===== src/rtl/bsg_mem_1rw_sync_rr_arb_pkg.sv =====
// Shared types for the round-robin single-port RAM arbiter: result-slot state encodings.
package bsg_mem_1rw_sync_rr_arb_pkg;

  localparam logic [1:0] SlotEncEmpty = 2'b00;
  localparam logic [1:0] SlotEncPend  = 2'b01;
  localparam logic [1:0] SlotEncFull  = 2'b10;

  typedef enum logic [1:0] {
    StEmpty = SlotEncEmpty,
    StPend  = SlotEncPend,
    StFull  = SlotEncFull
  } slot_state_e;

endpackage


===== src/rtl/bsg_mem_1rw_sync_rr_arb_pick.sv =====
// Combinational rotate-priority picker: first eligible requester at or above rr_ptr_i, with wrap.
module bsg_mem_1rw_sync_rr_arb_pick #(
  parameter int unsigned num_req_p     = 2,
  parameter int unsigned lg_num_req_lp = $clog2(num_req_p)
) (
  input  logic [num_req_p-1:0]     elig_i,
  input  logic [lg_num_req_lp-1:0] rr_ptr_i,
  output logic [num_req_p-1:0]     grant_o,
  output logic [lg_num_req_lp-1:0] id_o,
  output logic                     v_o
);

  always_comb begin
    logic [lg_num_req_lp-1:0] idx;
    idx     = '0;
    grant_o = '0;
    id_o    = '0;
    v_o     = 1'b0;
    for (int unsigned i = 0; i < num_req_p; i++) begin
      idx = lg_num_req_lp'((32'(rr_ptr_i) + i) % num_req_p);
      if (!v_o && elig_i[idx]) begin
        grant_o[idx] = 1'b1;
        id_o         = idx;
        v_o          = 1'b1;
      end
    end
  end

endmodule


===== src/rtl/bsg_mem_1rw_sync_rr_arb.sv =====
// Round-robin sharing of one synchronous 1RW RAM among num_req_p requesters, with a one-entry
// read-result slot. Define BSG_MEM_1RW_SYNC_RR_ARB_WRITE_PRIO_EN to let eligible writes beat reads.
module bsg_mem_1rw_sync_rr_arb
  import bsg_mem_1rw_sync_rr_arb_pkg::*;
#(
  parameter int unsigned width_p       = 32,
  parameter int unsigned els_p         = 64,
  parameter int unsigned num_req_p     = 2,
  localparam int unsigned addr_width_lp = $clog2(els_p),
  localparam int unsigned lg_num_req_lp = $clog2(num_req_p)
) (
  input  logic                               clk_i,
  input  logic                               reset_i,
  input  logic [num_req_p-1:0]               v_i,
  input  logic [num_req_p-1:0]               w_i,
  input  logic [num_req_p*addr_width_lp-1:0] addr_i,
  input  logic [num_req_p*width_p-1:0]       data_i,
  output logic [num_req_p-1:0]               yumi_o,
  output logic                               data_v_o,
  output logic [width_p-1:0]                 data_o,
  output logic [lg_num_req_lp-1:0]           data_id_o,
  input  logic                               data_yumi_i,
  output logic                               mem_v_o,
  output logic                               mem_w_o,
  output logic [addr_width_lp-1:0]           mem_addr_o,
  output logic [width_p-1:0]                 mem_data_o,
  input  logic [width_p-1:0]                 mem_data_i
);

  slot_state_e              state_q, state_d;
  logic [lg_num_req_lp-1:0] rr_ptr_q, rr_ptr_d;
  logic [lg_num_req_lp-1:0] data_id_q, data_id_d;
  logic [width_p-1:0]       hold_q, hold_d;

  logic [num_req_p-1:0]     rd_elig, elig, win_grant;
  logic [lg_num_req_lp-1:0] win_id;
  logic                     win_v, win_w, read_ok, rd;

  // A read may only issue if the slot will be free when its data arrives next cycle.
  assign read_ok = (state_q == StEmpty) | data_yumi_i;
  assign rd_elig = v_i & (w_i | {num_req_p{read_ok}});

`ifdef BSG_MEM_1RW_SYNC_RR_ARB_WRITE_PRIO_EN
  logic [num_req_p-1:0] wr_elig;
  assign wr_elig = v_i & w_i;
  assign elig    = (|wr_elig) ? wr_elig : rd_elig;
`else
  assign elig    = rd_elig;
`endif

  bsg_mem_1rw_sync_rr_arb_pick #(
    .num_req_p    (num_req_p),
    .lg_num_req_lp(lg_num_req_lp)
  ) u_pick (
    .elig_i  (elig),
    .rr_ptr_i(rr_ptr_q),
    .grant_o (win_grant),
    .id_o    (win_id),
    .v_o     (win_v)
  );

  always_comb begin
    win_w      = 1'b0;
    mem_addr_o = '0;
    mem_data_o = '0;
    for (int unsigned k = 0; k < num_req_p; k++) begin
      if (win_grant[k]) begin
        win_w      = w_i[k];
        mem_addr_o = addr_i[k*addr_width_lp +: addr_width_lp];
        mem_data_o = data_i[k*width_p +: width_p];
      end
    end
  end

  assign yumi_o  = reset_i ? '0 : win_grant;
  assign mem_v_o = win_v & ~reset_i;
  assign mem_w_o = win_w;
  assign rd      = mem_v_o & ~win_w;

  assign data_v_o  = (state_q != StEmpty) & ~reset_i;
  assign data_o    = (state_q == StPend) ? mem_data_i : hold_q;
  assign data_id_o = data_id_q;

  always_comb begin
    state_d   = state_q;
    rr_ptr_d  = rr_ptr_q;
    data_id_d = data_id_q;
    hold_d    = hold_q;

    if (mem_v_o) begin
      rr_ptr_d = (win_id == lg_num_req_lp'(num_req_p - 1)) ? '0 : win_id + 1'b1;
    end
    if (rd) begin
      data_id_d = win_id;
    end

    unique case (state_q)
      StEmpty: if (rd) state_d = StPend;
      StPend: begin
        if (data_yumi_i) begin
          state_d = rd ? StPend : StEmpty;
        end else begin
          // RAM output is only valid this cycle; latch it before a write can disturb it.
          state_d = StFull;
          hold_d  = mem_data_i;
        end
      end
      StFull:  if (data_yumi_i) state_d = rd ? StPend : StEmpty;
      default: state_d = StEmpty;
    endcase
  end

  always_ff @(posedge clk_i or posedge reset_i) begin
    if (reset_i) begin
      state_q   <= StEmpty;
      rr_ptr_q  <= '0;
      data_id_q <= '0;
      hold_q    <= '0;
    end else begin
      state_q   <= state_d;
      rr_ptr_q  <= rr_ptr_d;
      data_id_q <= data_id_d;
      hold_q    <= hold_d;
    end
  end

endmodule


===== config.mk =====
export PLATFORM = sky130hd
export DESIGN_NAME = bsg_mem_1rw_sync_rr_arb
export DESIGN_NICKNAME = d
export VERILOG_FILES = /design/src/rtl/bsg_mem_1rw_sync_rr_arb_pkg.sv /design/src/rtl/bsg_mem_1rw_sync_rr_arb_pick.sv /design/src/rtl/bsg_mem_1rw_sync_rr_arb.sv
export SDC_FILE = /design/constraint.sdc
export NUM_CORES = 1
export LEC_CHECK = 0
export ABC_AREA = 1
export BUFFER_PORTS_ARGS = -buffer_cell sky130_fd_sc_hd__buf_4
export CORE_ASPECT_RATIO = 1.1
export CORE_UTILIZATION = 36
export DETAILED_ROUTE_END_ITERATION = 8
export PLACE_DENSITY = 0.78
export SKIP_LAST_GASP = 1
export SLEW_MARGIN = 25
export SYNTH_ARGS = -nofsm -noshare
export SYNTH_HDL_FRONTEND = slang
export SYNTH_SLANG_ARGS = --single-unit

===== constraint.sdc =====
create_clock -name clk_i -period 1.1 [get_ports clk_i]
set_input_delay 0.055 -clock clk_i [delete_from_list [all_inputs] [get_ports clk_i]]
set_output_delay 0.055 -clock clk_i [all_outputs]
set_load 0.05 [all_outputs]

# Word level (Yosys, flattened, before mapping)

Index checks and enable logic that the tools add are counted.

Magnitude comparators: 4
Bitwise gates (word level): 10
Reduce and logical (&&, ||, !) cells: 8
Equality and inequality tests: 4
Muxes and demuxes: 28
Add/sub/neg operators: 2

Operator list:

| cell                                                        | number |
|---|---|
| two-way mux 32 bit                                          | 3 |
| two-way mux 1 bit                                           | 14 |
| two-way mux 2 bit                                           | 6 |
| two-way mux 6 bit                                           | 2 |
| case mux 2 bit (3 select lines)                             | 1 |
| less-than comparator 1 x 2 -> 1 bit (second input constant) | 2 |
| != test 2 bit (second input constant)                       | 2 |
| bitwise OR 2 bit                                            | 2 |
| AND reduction 2 bit                                         | 2 |
| AND 1 bit                                                   | 3 |
| logical AND 1 bit                                           | 3 |
| NOT 1 bit                                                   | 3 |
| adder 1 bit (second input constant)                         | 2 |
| AND 2 bit                                                   | 1 |
| demux 1 bit (select 1 bit)                                  | 2 |
| == test 2 x 1 -> 1 bit (second input constant)              | 1 |
| == test 2 bit (second input constant)                       | 1 |
| >= comparator 1 bit (second input constant)                 | 2 |
| logical NOT 2 bit                                           | 1 |
| nonzero test 2 bit                                          | 1 |
| logical NOT 1 bit                                           | 1 |
| bitwise OR 1 bit                                            | 1 |

Bits of input ports: 115
Register bits after elaboration: 36
Output and inout port bits: 76
Word-level logic and storage cells: 60

# Longest topological paths before layout

Gate-level depths: netlist of run 1.

Depth after elaboration: 17
Gate-level depth with buffers: 11
Depth with buffers taken out: 9

# Modules after synthesis

A second synthesis of run 1 with hierarchy kept.

Cells, all modules: 378
Area total of the unflattened synthesis: 2552.4 um^2

Modules (own cells, without submodules):

| module                       | sequential area each (um^2) | cells an instance | instances | area an instance (um^2) |
|---|---|---|---|---|
| bsg_mem_1rw_sync_rr_arb      | 900.9                       | 364               | 1         | 2497.4 |
| bsg_mem_1rw_sync_rr_arb_pick | 0.0                         | 14                | 1         | 55.1 |

# Worst setup path after synthesis of run 1

OpenSTA, ideal clock, no wires.

Path type: reg-to-output
Start point: reg state_q[1]
End point: out data_o[0]
Data arrival time: 1.930 ns
Cell stages (with the launch flop): 5
Slack: -0.885 ns
Cell sequence: dfrtp_1 nor2_1 inv_2 clkbuf_1 o21ai_0

Word-level cells in the longest chain between the ends: 2

Ends and longest elaborated chain:

| item                   | RTL line                       | source |
|---|---|---|
| start, declared        | bsg_mem_1rw_sync_rr_arb.sv:30  | `slot_state_e state_q, state_d;` |
| start signal, assigned | bsg_mem_1rw_sync_rr_arb.sv:115 | `state_q <= StEmpty;` |
| start signal, assigned | bsg_mem_1rw_sync_rr_arb.sv:120 | `state_q <= state_d;` |
| == test 2 x 1 -> 1 bit | bsg_mem_1rw_sync_rr_arb.sv:81  | `assign data_o = (state_q == StPend) ? mem_data_i : hold_q;` |
| two-way mux 32 bit     | bsg_mem_1rw_sync_rr_arb.sv:81  |  |
| end, declared          | bsg_mem_1rw_sync_rr_arb.sv:20  | `output logic [width_p-1:0] data_o,` |

No other way between the ends.

# Worst setup path in the final report of run 1

Start point: reg state_q[0]
End point: out mem_data_o[28]

Word-level cells in the longest chain between the ends: 12
Elaborated cells between the ends (all ways): 16

Ends and longest elaborated chain:

| item                                                  | RTL line                           | source |
|---|---|---|
| logical NOT 2 bit (*)                                 | bsg_mem_1rw_sync_rr_arb.sv:40      | `assign read_ok = (state_q == StEmpty) \| data_yumi_i;` |
| bitwise OR 1 bit (*)                                  | bsg_mem_1rw_sync_rr_arb.sv:40      |  |
| bitwise OR 2 bit (*)                                  | bsg_mem_1rw_sync_rr_arb.sv:41      | `assign rd_elig = v_i & (w_i \| {num_req_p{read_ok}});` |
| AND 2 bit (*)                                         | bsg_mem_1rw_sync_rr_arb.sv:41      |  |
| two-way mux 1 bit (not written as such) (2 in series) | bsg_mem_1rw_sync_rr_arb_pick.sv:21 | `if (!v_o && elig_i[idx]) begin` |
| two-way mux 1 bit                                     | bsg_mem_1rw_sync_rr_arb_pick.sv:21 |  |
| logical NOT 1 bit                                     | bsg_mem_1rw_sync_rr_arb_pick.sv:21 |  |
| logical AND 1 bit                                     | bsg_mem_1rw_sync_rr_arb_pick.sv:21 |  |
| two-way mux 2 bit (*)                                 | bsg_mem_1rw_sync_rr_arb_pick.sv:21 |  |
| two-way mux 32 bit                                    | bsg_mem_1rw_sync_rr_arb.sv:67      | `if (win_grant[k]) begin` |
| two-way mux 32 bit (*)                                | bsg_mem_1rw_sync_rr_arb.sv:67      |  |
| end, declared                                         | bsg_mem_1rw_sync_rr_arb.sv:26      | `output logic [width_p-1:0] mem_data_o,` |

Every way passes the cells marked *; elsewhere a longest branch is shown, timed or not. The select of a mux whose other input is x is not followed.

==> insert_results.sql, run 1 <==
INSERT INTO impl_metrics (metric_group, metric, value, unit) VALUES
('critical_path', 'critical-path-max-stage-delay', '0.41', 'ns'),
('synthesis', 'synth_area_leader_cell', 'sky130_fd_sc_hd__dfrtp_1', ''),
('route', 'drc', '0', ''),
('critical_path', 'setup.worst_path.start_class', 'flop', ''),
('clock_network', 'worstSkewPairLatency', '0.30', 'ns'),
('cells_and_area', 'synthToLayoutAreaGrowth', '153', '%'),
('critical_path', 'timing.critical_path.cells', 'inv_2 -> nand2_4 -> nand3_4 -> nand3_2 -> buf_12 -> nand3_1 -> nand2_4 -> buf_6', ''),
('clock_network', 'cts_tree', 'yes', ''),
('global_routing', 'grt_antenna_before_repair', '2', ''),
('floorplan', 'floorplan.io_pins', '191', ''),
('route', 'routed-via-count', '4085', ''),
('synthesis', 'synthesis.nets', '488', ''),
('critical_path', 'setup.worst_path.class', 'reg2out', ''),
('route', 'ratio_of_routed_vias_to_standard_cells', '6.11', ''),
('critical_path', 'crit_path_top_delay_cell', 'sky130_fd_sc_hd__dfrtp_1', ''),
('synthesis', 'post_synth_inst_count', '373', ''),
('global_routing', 'grt_first_pass_wirelength', '18600', 'um'),
('critical_path', 'critical_path_buf_inv_count', '3', ''),
('synthesis', 'yosysWarnings', '0', ''),
('global_routing', 'total_global_route_track_usage', '0.353', ''),
('critical_path', 'worst-r2r-cell-count', '10', ''),
('synthesis', 'postSynthRegisterBits', '36', ''),
('placed_design', 'dp_hpwl', '7360', 'um'),
('synthesis', 'synthFlopType', 'sky130_fd_sc_hd__dfrtp_1', ''),
('clock_network', 'numCtsBuffers', '5', ''),
('cells_and_area', 'nNetsFinal', '702', ''),
('synthesis', 'post_synth_num_cell_types', '19', ''),
('route', 'route.detailed.wl_per_inst', '26.4', 'um'),
('power', 'vdd_drop_max', '1560', 'uV'),
('floorplan', 'floorplan.core_area', '6310', 'um2'),
('timing', 'worst_hold_slack', '0.0738', 'ns'),
('cells_and_area', 'layout-drive-gt1-share', '0.662', ''),
('floorplan', 'die_area', '6980', 'um2'),
('hold_path', 'hold_path_class', 'in2reg', ''),
('critical_path', 'worstPathMaxFanout', '20', ''),
('floorplan', 'fp-row-count', '30', ''),
('synthesis', 'top_post_synthesis_cells_by_area', 'sky130_fd_sc_hd__dfrtp_1, sky130_fd_sc_hd__nand2_1, sky130_fd_sc_hd__o21ai_0', ''),
('placed_design', 'pre_cts_slack', '-0.440', 'ns'),
('global_routing', 'grt_max_degree', '43', ''),
('status', 'status', 'finished with violations', ''),
('floorplan', 'initial_util', '0.380', ''),
('timing', 'setup-tns-final', '-77.86', 'ns'),
('critical_path', 'timing.rr.start', 'state_q[0]$_DFFE_PP0P_', ''),
('hold_path', 'worst_hold_endpoint', 'rr_ptr_q$_DFFE_PP0P_', ''),
('synthesis', 'synth-async-reset-ratio', '1.00', ''),
('global_routing', 'grt_overflow', '0', ''),
('route', 'detail_route.iter0.violations', '322', ''),
('critical_path', 'worst_path_dominant_cell_family', 'simple AND/OR/NAND/NOR gates', ''),
('timing', 'grt_setup_unrepaired', 'true', ''),
('cells_and_area', 'n_fill_cell', '137', ''),
('floorplan', 'die-height', '87.5', 'um'),
('clock_network', 'worst_setup_hold_path_clk_slew', '0.08', 'ns'),
('timing', 'clock_skew', '0.00245', 'ns'),
('synthesis', 'synth_sequential_area_ratio', '0.376', ''),
('power', 'cellLeakagePower', '0.00296', 'uW'),
('placed_design', 'port_buffers', '190', ''),
('route', 'first_pass_iters', '5', ''),
('synthesis', 'count_of_flip_flops_with_a_built_in_enable_after_synthesis', '0', ''),
('critical_path', 'ff2ff_setup_slack', '-0.64', 'ns'),
('route', 'detail-route-antenna-nets', '0', ''),
('synthesis', 'netlist_top_cells_count', 'sky130_fd_sc_hd__nand2_1, sky130_fd_sc_hd__o21ai_0, sky130_fd_sc_hd__nand3_1, sky130_fd_sc_hd__inv_1, sky130_fd_sc_hd__dfrtp_1', ''),
('synthesis', 'syn_area_per_cell', '6.42', 'um2'),
('timing', 'timing.final.crit_share', '1.85', ''),
('status', 'violations_in_the_final_reports', 'setup timing', ''),
('timing', 'finalSetupViolations', '111', ''),
('power', 'power_density', '1640', 'nW/um2'),
('job', 'drv.max_cap_violation_count', '0', ''),
('route', 'drt_wl_total', '17600', 'um'),
('clock_network', 'clock_path_buffers', '2', ''),
('timing', 'post-route-worst-setup-slack', '-0.936', 'ns'),
('timing', 'max-slew-margin-rel', '0.743', '');
-- worst register-to-register path: stages (launching register included) --
cell                      delay, ns
sky130_fd_sc_hd__dfrtp_1       0.43
sky130_fd_sc_hd__inv_2         0.16
sky130_fd_sc_hd__nand2_4       0.10
sky130_fd_sc_hd__nand3_4       0.10
sky130_fd_sc_hd__nand2_4       0.07
sky130_fd_sc_hd__buf_4         0.14
sky130_fd_sc_hd__a21oi_4       0.18
sky130_fd_sc_hd__buf_6         0.16
sky130_fd_sc_hd__buf_4         0.12
sky130_fd_sc_hd__nand4_1       0.12
sky130_fd_sc_hd__nand2_2       0.09
-- sequential cells by signal (all words and copies together) (netlist names) --
name,flops
hold_q,32
state_q,2
data_id_o,1
rr_ptr_q,1
-- kinds of logic (layout without fill, tap and decap cells) --
group / Yosys count / after routing / share of synthesized area
AND/OR/NAND/NOR: 202 / 202 / 0.359
buffers and inverters: 68 / 283 / 0.122
AO/OA/AOI/OAI: 67 / 67 / 0.142
flip-flops: 36 / 36 / 0.376
other: 0 / 1 / 0
-- per-layer routing --
layer	global-route usage	part of all wire	wire length, um	up-vias
met5	0	0.0011	19	-
met4	0.216	0.092	1620	2
met3	0.123	0.12	2130	155
met2	0.614	0.47	8310	402
met1	0.364	0.32	5570	1910
li1	-	-	-	1616
-- placed cells by master, fill, tap and decap left out --
cell type	n
sky130_fd_sc_hd__nand2_4	38
sky130_fd_sc_hd__inv_1	38
sky130_fd_sc_hd__nand3_4	17
sky130_fd_sc_hd__buf_8	18
sky130_fd_sc_hd__o21ai_2	1
sky130_fd_sc_hd__nand4_1	1
sky130_fd_sc_hd__clkbuf_8	7
sky130_fd_sc_hd__nor2_1	2
sky130_fd_sc_hd__a21oi_4	1
sky130_fd_sc_hd__nand3_2	8
sky130_fd_sc_hd__a21oi_1	1
sky130_fd_sc_hd__nor2_4	2
sky130_fd_sc_hd__inv_4	2
sky130_fd_sc_hd__bufinv_16	1
sky130_fd_sc_hd__dfrtp_1	36
sky130_fd_sc_hd__inv_2	2
sky130_fd_sc_hd__clkinv_4	1
sky130_fd_sc_hd__o21ai_0	32
sky130_fd_sc_hd__clkinv_8	1
sky130_fd_sc_hd__nand2_8	23
sky130_fd_sc_hd__buf_6	29
sky130_fd_sc_hd__nand3_1	20
sky130_fd_sc_hd__diode_2	1
sky130_fd_sc_hd__buf_4	167
sky130_fd_sc_hd__buf_12	9
sky130_fd_sc_hd__clkbuf_16	4
sky130_fd_sc_hd__o21ai_4	31
sky130_fd_sc_hd__buf_16	3
sky130_fd_sc_hd__o22ai_2	1
sky130_fd_sc_hd__nand2_2	22
sky130_fd_sc_hd__nor2_2	1
sky130_fd_sc_hd__dlygate4sd3_1	1
sky130_fd_sc_hd__nand2_1	68
-- area by class of cell --
| class | instances | area [um2] | area share |
|---|---|---|---|
| multi-input cells | 269 | 2510 | 0.415 |
| repair buffers | 231 | 2220 | 0.368 |
| flip-flops and latches | 36 | 901 | 0.149 |
| inverters | 44 | 188 | 0.0310 |
| well taps | 80 | 100 | 0.0165 |
| clock buffers | 7 | 96.3 | 0.0159 |
| clock inverters | 1 | 30.0 | 0.00496 |
| diodes | 1 | 2.50 | 0.000414 |
-- power breakdown --
group | leakage [uW] | switching (uW) | internal (uW)
clock | 0.0000645 | 553 | 801
sequential | 0.000452 | 295 | 1690
combinational | 0.00244 | 4260 | 2340
total | 0.00296 | 5100 | 4840
-- how the worst max path moves through the flow --
stage	start	end	slack, ns	cells past startpoint
2_1_floorplan	state_q[1]$_DFFE_PP0P_	data_id_o$_DFFE_PP0N_	-0.30	8
4_1_cts	state_q[0]$_DFFE_PP0P_	mem_addr_o[3]	-0.68	11
6_report	state_q[0]$_DFFE_PP0P_	mem_data_o[28]	-0.94	8
5_1_grt	state_q[0]$_DFFE_PP0P_	mem_data_o[28]	-1.03	8
3_5_place_dp	state_q[0]$_DFFE_PP0P_	mem_data_o[28]	-0.44	11
3_3_place_gp	state_q[1]$_DFFE_PP0P_	mem_data_o[26]	-0.38	11
-- timing repair --
action | CTS | global route
hold buffers | 1 | 0
endpoints found under the setup margin | 110 | 110
gates resized for setup | 76 | 50
buffers inserted | 5 | 5
gates cloned | 2 | 4
pin swaps | 7 | 8
endpoints found under the hold margin | 36 | 0
-- metrics by stage --
step           total power, uW  instances   util  area (um2)
6_report                  9940        669  0.959        6050
5_1_grt                  10200        669  0.959        6050
4_1_cts                   9140        660  0.907        5720
3_5_place_dp              7450        645  0.825        5200
3_3_place_gp              7340        645  0.825        5200
2_1_floorplan             5920        373      -        3600
Power figures use the tool's default switching activity.
==> inputs of run 2 (changes only) <==
CORE_UTILIZATION = 40   (was 36)
PLACE_DENSITY = 0.82   (was 0.78)
clock period = 2.3 ns   (was 1.1 ns; I/O delays follow)
==> run 2 against run 1 <==
Against the previous run: the flow finishes with violations (hold timing); final cell count decreased by 5.8%; count of clock-buffer cells in the layout increased by 1; sequential share of layout area grew 8.0 points; die area is 9.8% lower; routed wire length is 56% lower; final area shrank 35%; worst hold slack worse by 0.088 ns; largest power group unchanged.
==> insert_results.sql, run 2 (same netlist as run 1, synthesis figures left out) <==
INSERT INTO impl_metrics (metric_group, metric, value, unit) VALUES
('status', 'status', 'finished with violations', ''),
('status', 'violations_in_the_final_reports', 'hold timing', ''),
('critical_path', 'timing.critical_path.arrival', '1.99', 'ns'),
('critical_path', 'timing.critical_path.cells', 'inv_2 -> nand2_4 -> nand3_2 -> nand2_2 -> inv_2 -> nand3_1 -> nand2_1 -> buf_4', ''),
('critical_path', 'cp-end-kind', 'output port', ''),
('cells_and_area', 'layout-drive-gt1-share', '0.394', ''),
('power', 'power_density', '861', 'nW/um2'),
('placed_design', 'numPlacedInstances', '622', ''),
('timing', 'timing_max_transition_violations_final', '0', ''),
('cells_and_area', 'final_cell_mix', 'sky130_fd_sc_hd__buf_4, sky130_fd_sc_hd__nand2_1, sky130_fd_sc_hd__o21ai_0', ''),
('timing', 'fin_crit', '2.11', 'ns'),
('clock_network', 'sinks_on_clock_net', '36', ''),
('route', 'first_pass_iters', '5', ''),
('timing', 'finalSetupViolations', '0', ''),
('cells_and_area', 'antennaDiodeCount', '0', ''),
('timing', 'clock_skew', '0.00342', 'ns'),
('global_routing', 'grt_first_pass_wirelength', '11600', 'um'),
('critical_path', 'critical-path-max-stage-delay', '0.46', 'ns'),
('cells_and_area', 'largest_reg_flops', '32', ''),
('timing', 'max-slew-margin-rel', '0.531', ''),
('clock_network', 'cts_tree', 'yes', ''),
('timing', 'fmaxAchievable', '474', 'MHz'),
('clock_network', 'clock-root-buffer', 'sky130_fd_sc_hd__clkbuf_8', ''),
('route', 'wl_met1', '3070', 'um'),
('critical_path', 'setup.worst_path.class', 'reg2out', ''),
('critical_path', 'setup.worst_path.start_class', 'flop', ''),
('cells_and_area', 'nNetsFinal', '667', ''),
('cells_and_area', 'largest_register', 'hold_q', ''),
('global_routing', 'grt_overflow', '0', ''),
('floorplan', 'floorplan.io_pins', '191', ''),
('floorplan', 'die_area', '6300', 'um2'),
('critical_path', 'cp_data_required_time', '2.18', 'ns'),
('cells_and_area', 'synthToLayoutAreaGrowth', '64.7', '%'),
('clock_network', 'worstSkewPairLatency', '0.28', 'ns'),
('timing', 'endpoints_failing_hold', '16', ''),
('critical_path', 'crit_path_top_delay_cell', 'sky130_fd_sc_hd__inv_2', ''),
('global_routing', 'total_global_route_track_usage', '0.234', ''),
('job', 'drv.max_cap_violation_count', '0', ''),
('critical_path', 'worstPathMaxFanout', '40', ''),
('critical_path', 'worst_path_dominant_cell_family', 'buffers and inverters', ''),
('timing', 'setup-tns-final', '0', 'ns'),
('floorplan', 'die-height', '83.1', 'um'),
('floorplan', 'fp-row-count', '29', ''),
('route', 'ratio_of_routed_vias_to_standard_cells', '4.73', ''),
('critical_path', 'crit_path_top_cell_by_count', 'sky130_fd_sc_hd__inv_2', ''),
('global_routing', 'grt_antenna_before_repair', '0', ''),
('route', 'detail-route-antenna-nets', '0', ''),
('clock_network', 'numCtsBuffers', '5', ''),
('clock_network', 'number_of_h_tree_levels', '2', ''),
('route', 'detail_route.iter0.violations', '85', ''),
('hold_path', 'hold_path_class', 'in2async', ''),
('power', 'vdd_drop_max', '574', 'uV'),
('timing', 'tightestPinTransition', '0.702', 'ns'),
('clock_network', 'clock_path_buffers', '2', ''),
('clock_network', 'cts_post_setup_buffers_inserted', '0', ''),
('placed_design', 'gpl.final_weighted_congestion', '0.756', ''),
('cells_and_area', 'layout_top_registers', 'hold_q: 32 flops, state_q: 2 flops', ''),
('route', 'met2_wirelength', '4090', 'um'),
('critical_path', 'critical_path_buf_inv_count', '3', ''),
('floorplan', 'initial_util', '0.415', ''),
('floorplan', 'floorplan.core_area', '5770', 'um2'),
('route', 'route.detailed.wl_per_inst', '12.3', 'um'),
('timing', 'timing.final.crit_share', '0.917', ''),
('placed_design', 'port_buffers', '190', ''),
('cells_and_area', 'layoutNonFillerInstCount', '630', ''),
('route', 'routed-via-count', '2978', ''),
('route', 'drc', '0', ''),
('power', 'fin_total_pwr', '3390', 'uW'),
('timing', 'worst_hold_slack', '-0.0145', 'ns'),
('floorplan', 'die_w', '75.8', 'um'),
('route', 'routed.top_layer', 'met4', ''),
('cells_and_area', 'final_common_cell', 'sky130_fd_sc_hd__buf_4', ''),
('cells_and_area', 'n_fill_cell', '512', ''),
('global_routing', 'first_global_vias', '2581', ''),
('route', 'met3_length', '541', 'um'),
('placed_design', 'dp_hpwl', '6050', 'um'),
('clock_network', 'worst_setup_hold_path_clk_slew', '0.07', 'ns'),
('power', 'cellLeakagePower', '0.00233', 'uW'),
('global_routing', 'grt_max_degree', '41', ''),
('timing', 'grt_setup_unrepaired', 'false', ''),
('route', 'drt_wl_total', '7730', 'um');
==> run 2: cell count changes in the layout (fill, tap and decap cells not counted), moves of 5 or more <==
cell                      delta
sky130_fd_sc_hd__nand3_2     -5
sky130_fd_sc_hd__nand3_4    -16
sky130_fd_sc_hd__nand3_1    +21
sky130_fd_sc_hd__buf_12      -8
sky130_fd_sc_hd__nand2_4    -37
sky130_fd_sc_hd__nand2_8    -23
sky130_fd_sc_hd__buf_8      -18
sky130_fd_sc_hd__buf_6      -29
sky130_fd_sc_hd__buf_4      +28
sky130_fd_sc_hd__o21ai_0    +32
sky130_fd_sc_hd__o21ai_4    -31
sky130_fd_sc_hd__nand2_1    +78
sky130_fd_sc_hd__nand2_2    -18
==> run 2: per-stage QoR <==
stage | hold slack (ns) | worst slack (ns) | utilization | area (um2)
after CTS | 0.00870 | 0.145 | 0.683 | 3940
after floorplan | 0.224 | 0.255 | - | 2390
final | -0.0145 | 0.191 | 0.683 | 3940
after global routing | 0.0400 | 0.0249 | 0.683 | 3940
after detailed placement | 0.315 | 0.465 | 0.667 | 3850
after global placement | 0.309 | 0.514 | 0.667 | 3850
==> run 2: area by class of cell <==
cell class / count / area (um2) / area share
clock buffers: 8 / 90.1 / 0.0229
inverters: 44 / 168 / 0.0425
multi-input cells: 269 / 1200 / 0.305
flip-flops and latches: 36 / 901 / 0.229
well taps: 77 / 96.3 / 0.0244
repair buffers: 196 / 1480 / 0.377
==> run 2: routing by layer <==
metal	global-route usage	up-vias
met4	0.0286	0
met1	0.272	1326
met2	0.433	117
met3	0.0546	4
li1	-	1531
met5	0	-
==> run 2: repair_timing <==
| action | CTS | global route |
|---|---|---|
| resized for setup | 0 | 2 |
| setup endpoints to repair | 0 | 2 |
| hold buffers | 0 | 0 |
==> run 2: worst paths after layout <==
check                                              end              startpoint  cells after the start  slack [ns]
min in group clk_i                rr_ptr_q$_DFFE_PP0P_                 reset_i                      2        0.08
worst min register to register  hold_q[15]$_DFFE_PP0P_  hold_q[15]$_DFFE_PP0P_                      2        0.49
max in group asynchronous        hold_q[1]$_DFFE_PP0P_                 reset_i                      3        1.76
worst max register to register   data_id_o$_DFFE_PP0N_  state_q[1]$_DFFE_PP0P_                      9        0.56
worst min-delay path             hold_q[8]$_DFFE_PP0P_                 reset_i                      2       -0.01
worst max-delay path                           mem_w_o  state_q[1]$_DFFE_PP0P_                      8        0.19
==> run 2: where the power goes <==
group	switching [uW]	internal (uW)	leakage, uW
Clock	206	244	0.0000455
Combinational	1390	641	0.00183
Sequential	99.7	810	0.000452
==> inputs of run 3 (changes only) <==
clock period = 2.4 ns   (was 2.3 ns; I/O delays follow)
==> run 3 against run 2 <==
Against the previous run: the flow still finishes with violations (hold timing); sequential cell count did not move; final area fell by 0.16%; first-iteration DRC count rose by 73%; critical endpoint is now mem_data_o[0]; largest cell class unchanged; highest routed layer unchanged; die area did not move; combinational power fell by 5%; total power fell by 4.1%; core utilization fell by 0.11 points.
==> insert_results.sql, run 3 (same netlist as run 1, synthesis figures left out) <==
INSERT INTO impl_metrics (metric_group, metric, value, unit) VALUES
('timing', 'worst_hold_slack', '-0.00761', 'ns'),
('route', 'ratio_of_routed_vias_to_standard_cells', '4.67', ''),
('timing', 'fin_crit', '2.14', 'ns'),
('timing', 'timing_max_transition_violations_final', '0', ''),
('route', 'drt_wl_total', '7480', 'um'),
('critical_path', 'cp-end-kind', 'output port', ''),
('timing', 'timing.final.crit_share', '0.891', ''),
('status', 'violations_in_the_final_reports', 'hold timing', ''),
('critical_path', 'worstPathMaxFanout', '39', ''),
('floorplan', 'die_area', '6300', 'um2'),
('placed_design', 'port_buffers', '190', ''),
('cells_and_area', 'final_common_cell', 'sky130_fd_sc_hd__buf_4', ''),
('critical_path', 'crit_path_top_cell_by_count', 'sky130_fd_sc_hd__inv_2', ''),
('global_routing', 'grt_first_pass_wirelength', '11400', 'um'),
('global_routing', 'first_global_vias', '2692', ''),
('placed_design', 'pre_cts_slack', '0.583', 'ns'),
('global_routing', 'grt_max_degree', '65', ''),
('critical_path', 'critical-path-max-stage-delay', '0.44', 'ns'),
('timing', 'clock_skew', '0.00891', 'ns'),
('global_routing', 'total_global_route_track_usage', '0.230', ''),
('global_routing', 'grt_antenna_before_repair', '0', ''),
('placed_design', 'gpl.final_weighted_congestion', '0.749', ''),
('power', 'seq_power_share', '0.266', ''),
('cells_and_area', 'layout.cell_area.non_filler', '3940', 'um2'),
('status', 'status', 'finished with violations', ''),
('floorplan', 'fp-row-count', '29', ''),
('timing', 'max-slew-margin-rel', '0.529', ''),
('floorplan', 'die-height', '83.1', 'um'),
('route', 'detail-route-antenna-nets', '0', ''),
('critical_path', 'setup.worst_path.class', 'reg2out', ''),
('critical_path', 'setup.worst_path.start_class', 'flop', ''),
('clock_network', 'clock_path_buffers', '2', ''),
('timing', 'grt_setup_unrepaired', 'false', ''),
('cells_and_area', 'final_cell_mix', 'sky130_fd_sc_hd__buf_4, sky130_fd_sc_hd__nand2_1, sky130_fd_sc_hd__o21ai_0', ''),
('route', 'first_pass_iters', '4', ''),
('timing', 'finalSetupViolations', '0', ''),
('timing', 'tightestPinTransition', '0.706', 'ns'),
('cells_and_area', 'nNetsFinal', '666', ''),
('placed_design', 'place_area', '3840', 'um2'),
('route', 'detail_route.iter0.violations', '147', ''),
('timing', 'fmaxAchievable', '468', 'MHz'),
('timing', 'post-route-worst-setup-slack', '0.261', 'ns'),
('floorplan', 'floorplan.core_area', '5770', 'um2'),
('clock_network', 'cts_tree', 'yes', ''),
('timing', 'endpoints_failing_hold', '12', ''),
('cells_and_area', 'largest_register', 'hold_q', ''),
('power', 'power_density', '827', 'nW/um2'),
('job', 'drv.max_cap_violation_count', '0', ''),
('cells_and_area', 'layout-drive-gt1-share', '0.395', ''),
('cells_and_area', 'synthToLayoutAreaGrowth', '64.4', '%'),
('power', 'share_clk_of_total_power', '0.137', ''),
('clock_network', 'worst_setup_hold_path_clk_slew', '0.07', 'ns'),
('power', 'p_switching', '1630', 'uW'),
('power', 'power_switching_share', '0.502', ''),
('cells_and_area', 'layoutNonFillerInstCount', '629', ''),
('route', 'route.detailed.wl_per_inst', '11.9', 'um'),
('clock_network', 'number_of_h_tree_levels', '2', ''),
('clock_network', 'clock-root-buffer', 'sky130_fd_sc_hd__clkbuf_8', ''),
('placed_design', 'numPlacedInstances', '621', ''),
('route', 'drc', '0', ''),
('critical_path', 'cp_data_required_time', '2.28', 'ns'),
('power', 'cellLeakagePower', '0.00232', 'uW'),
('timing', 'setup-tns-final', '0', 'ns'),
('global_routing', 'grt_overflow', '0', ''),
('clock_network', 'numCtsBuffers', '5', ''),
('floorplan', 'floorplan.io_pins', '191', ''),
('power', 'vdd_drop_max', '748', 'uV'),
('critical_path', 'timing.critical_path.arrival', '2.02', 'ns'),
('clock_network', 'post_cts_resized', '0', ''),
('cells_and_area', 'largest_reg_flops', '32', ''),
('placed_design', 'dp_hpwl', '5900', 'um'),
('critical_path', 'crit_path_top_delay_cell', 'sky130_fd_sc_hd__inv_2', ''),
('critical_path', 'timing.critical_path.cells', 'inv_2 -> nand2_4 -> nand3_4 -> nand2_2 -> inv_2 -> nand2_2 -> inv_2 -> nand2_1 -> nand2_1 -> buf_4', ''),
('clock_network', 'worstSkewPairLatency', '0.28', 'ns'),
('floorplan', 'initial_util', '0.415', ''),
('cells_and_area', 'antennaDiodeCount', '0', ''),
('floorplan', 'die_w', '75.8', 'um'),
('clock_network', 'sinks_on_clock_net', '36', ''),
('cells_and_area', 'layout_top_registers', 'hold_q: 32 flops, state_q: 2 flops', ''),
('hold_path', 'hold_path_class', 'in2async', ''),
('power', 'cell_internal_pwr', '1620', 'uW'),
('route', 'routed-via-count', '2939', ''),
('clock_network', 'cts-hold-fix-buffers', '0', ''),
('power', 'power.share.combinational', '0.597', ''),
('clock_network', 'cts_post_setup_buffers_inserted', '0', '');
run 3: changes by cell type in the layout (fill, tap and decap cells not counted), sizes merged:
cell	delta
buf	-1
clkbuf	-1
clkinvlp	+1
run 3: area by class of cell:
class	instances	area (um2)
clock buffers	7	86.3
inverters	44	165
flip-flops and latches	36	901
multi-input cells	269	1200
fillers	524	1830
repair buffers	195	1480
well taps	77	96.3
clock inverters	1	7.51
run 3: worst max-delay path, delay by kind of cell (launching register included):
family	cells	cell delay [ns]
buffers and inverters	4	0.79
flip-flops	1	0.39
AND/OR/NAND/NOR	6	0.54
run 3: layer usage:
metal / GRT usage / wire (um)
met1: 0.262 / 3010
met2: 0.423 / 3870
met3: 0.0522 / 529
met4: 0.0455 / 71
met5: 0 / 0
run 3: worst paths after layout:
| path | start | end | slack [ns] | depth (start not counted) |
|---|---|---|---|---|
| worst max-delay path | state_q[0]$_DFFE_PP0P_ | mem_data_o[0] | 0.26 | 10 |
| worst min-delay path | reset_i | hold_q[15]$_DFFE_PP0P_ | -0.008 | 2 |
| worst max register to register | state_q[0]$_DFFE_PP0P_ | data_id_o$_DFFE_PP0N_ | 0.68 | 9 |
| worst min register to register | data_id_o$_DFFE_PP0N_ | data_id_o$_DFFE_PP0N_ | 0.48 | 2 |
| max in group asynchronous | reset_i | hold_q[18]$_DFFE_PP0P_ | 1.86 | 3 |
| min in group clk_i | mem_data_i[23] | hold_q[23]$_DFFE_PP0P_ | 0.10 | 3 |
run 3: power groups by stage:
stage / Combinational [uW] / Sequential, uW / Clock, uW
final: 1940 / 867 / 446
after global routing: 2070 / 888 / 481
after CTS: 1950 / 867 / 458
after detailed placement: 1950 / 876 / 0
after global placement: 1930 / 868 / 0
after floorplan: 1340 / 862 / 0
run 3: through the flow:
step | total power (uW) | utilization | hold slack, ns
global placement | 2800 | 0.666 | 0.317
finish | 3250 | 0.682 | -0.00761
detailed placement | 2830 | 0.666 | 0.321
global route | 3440 | 0.682 | 0.0429
CTS | 3280 | 0.682 | 0.0185
floorplan | 2200 | - | 0.229
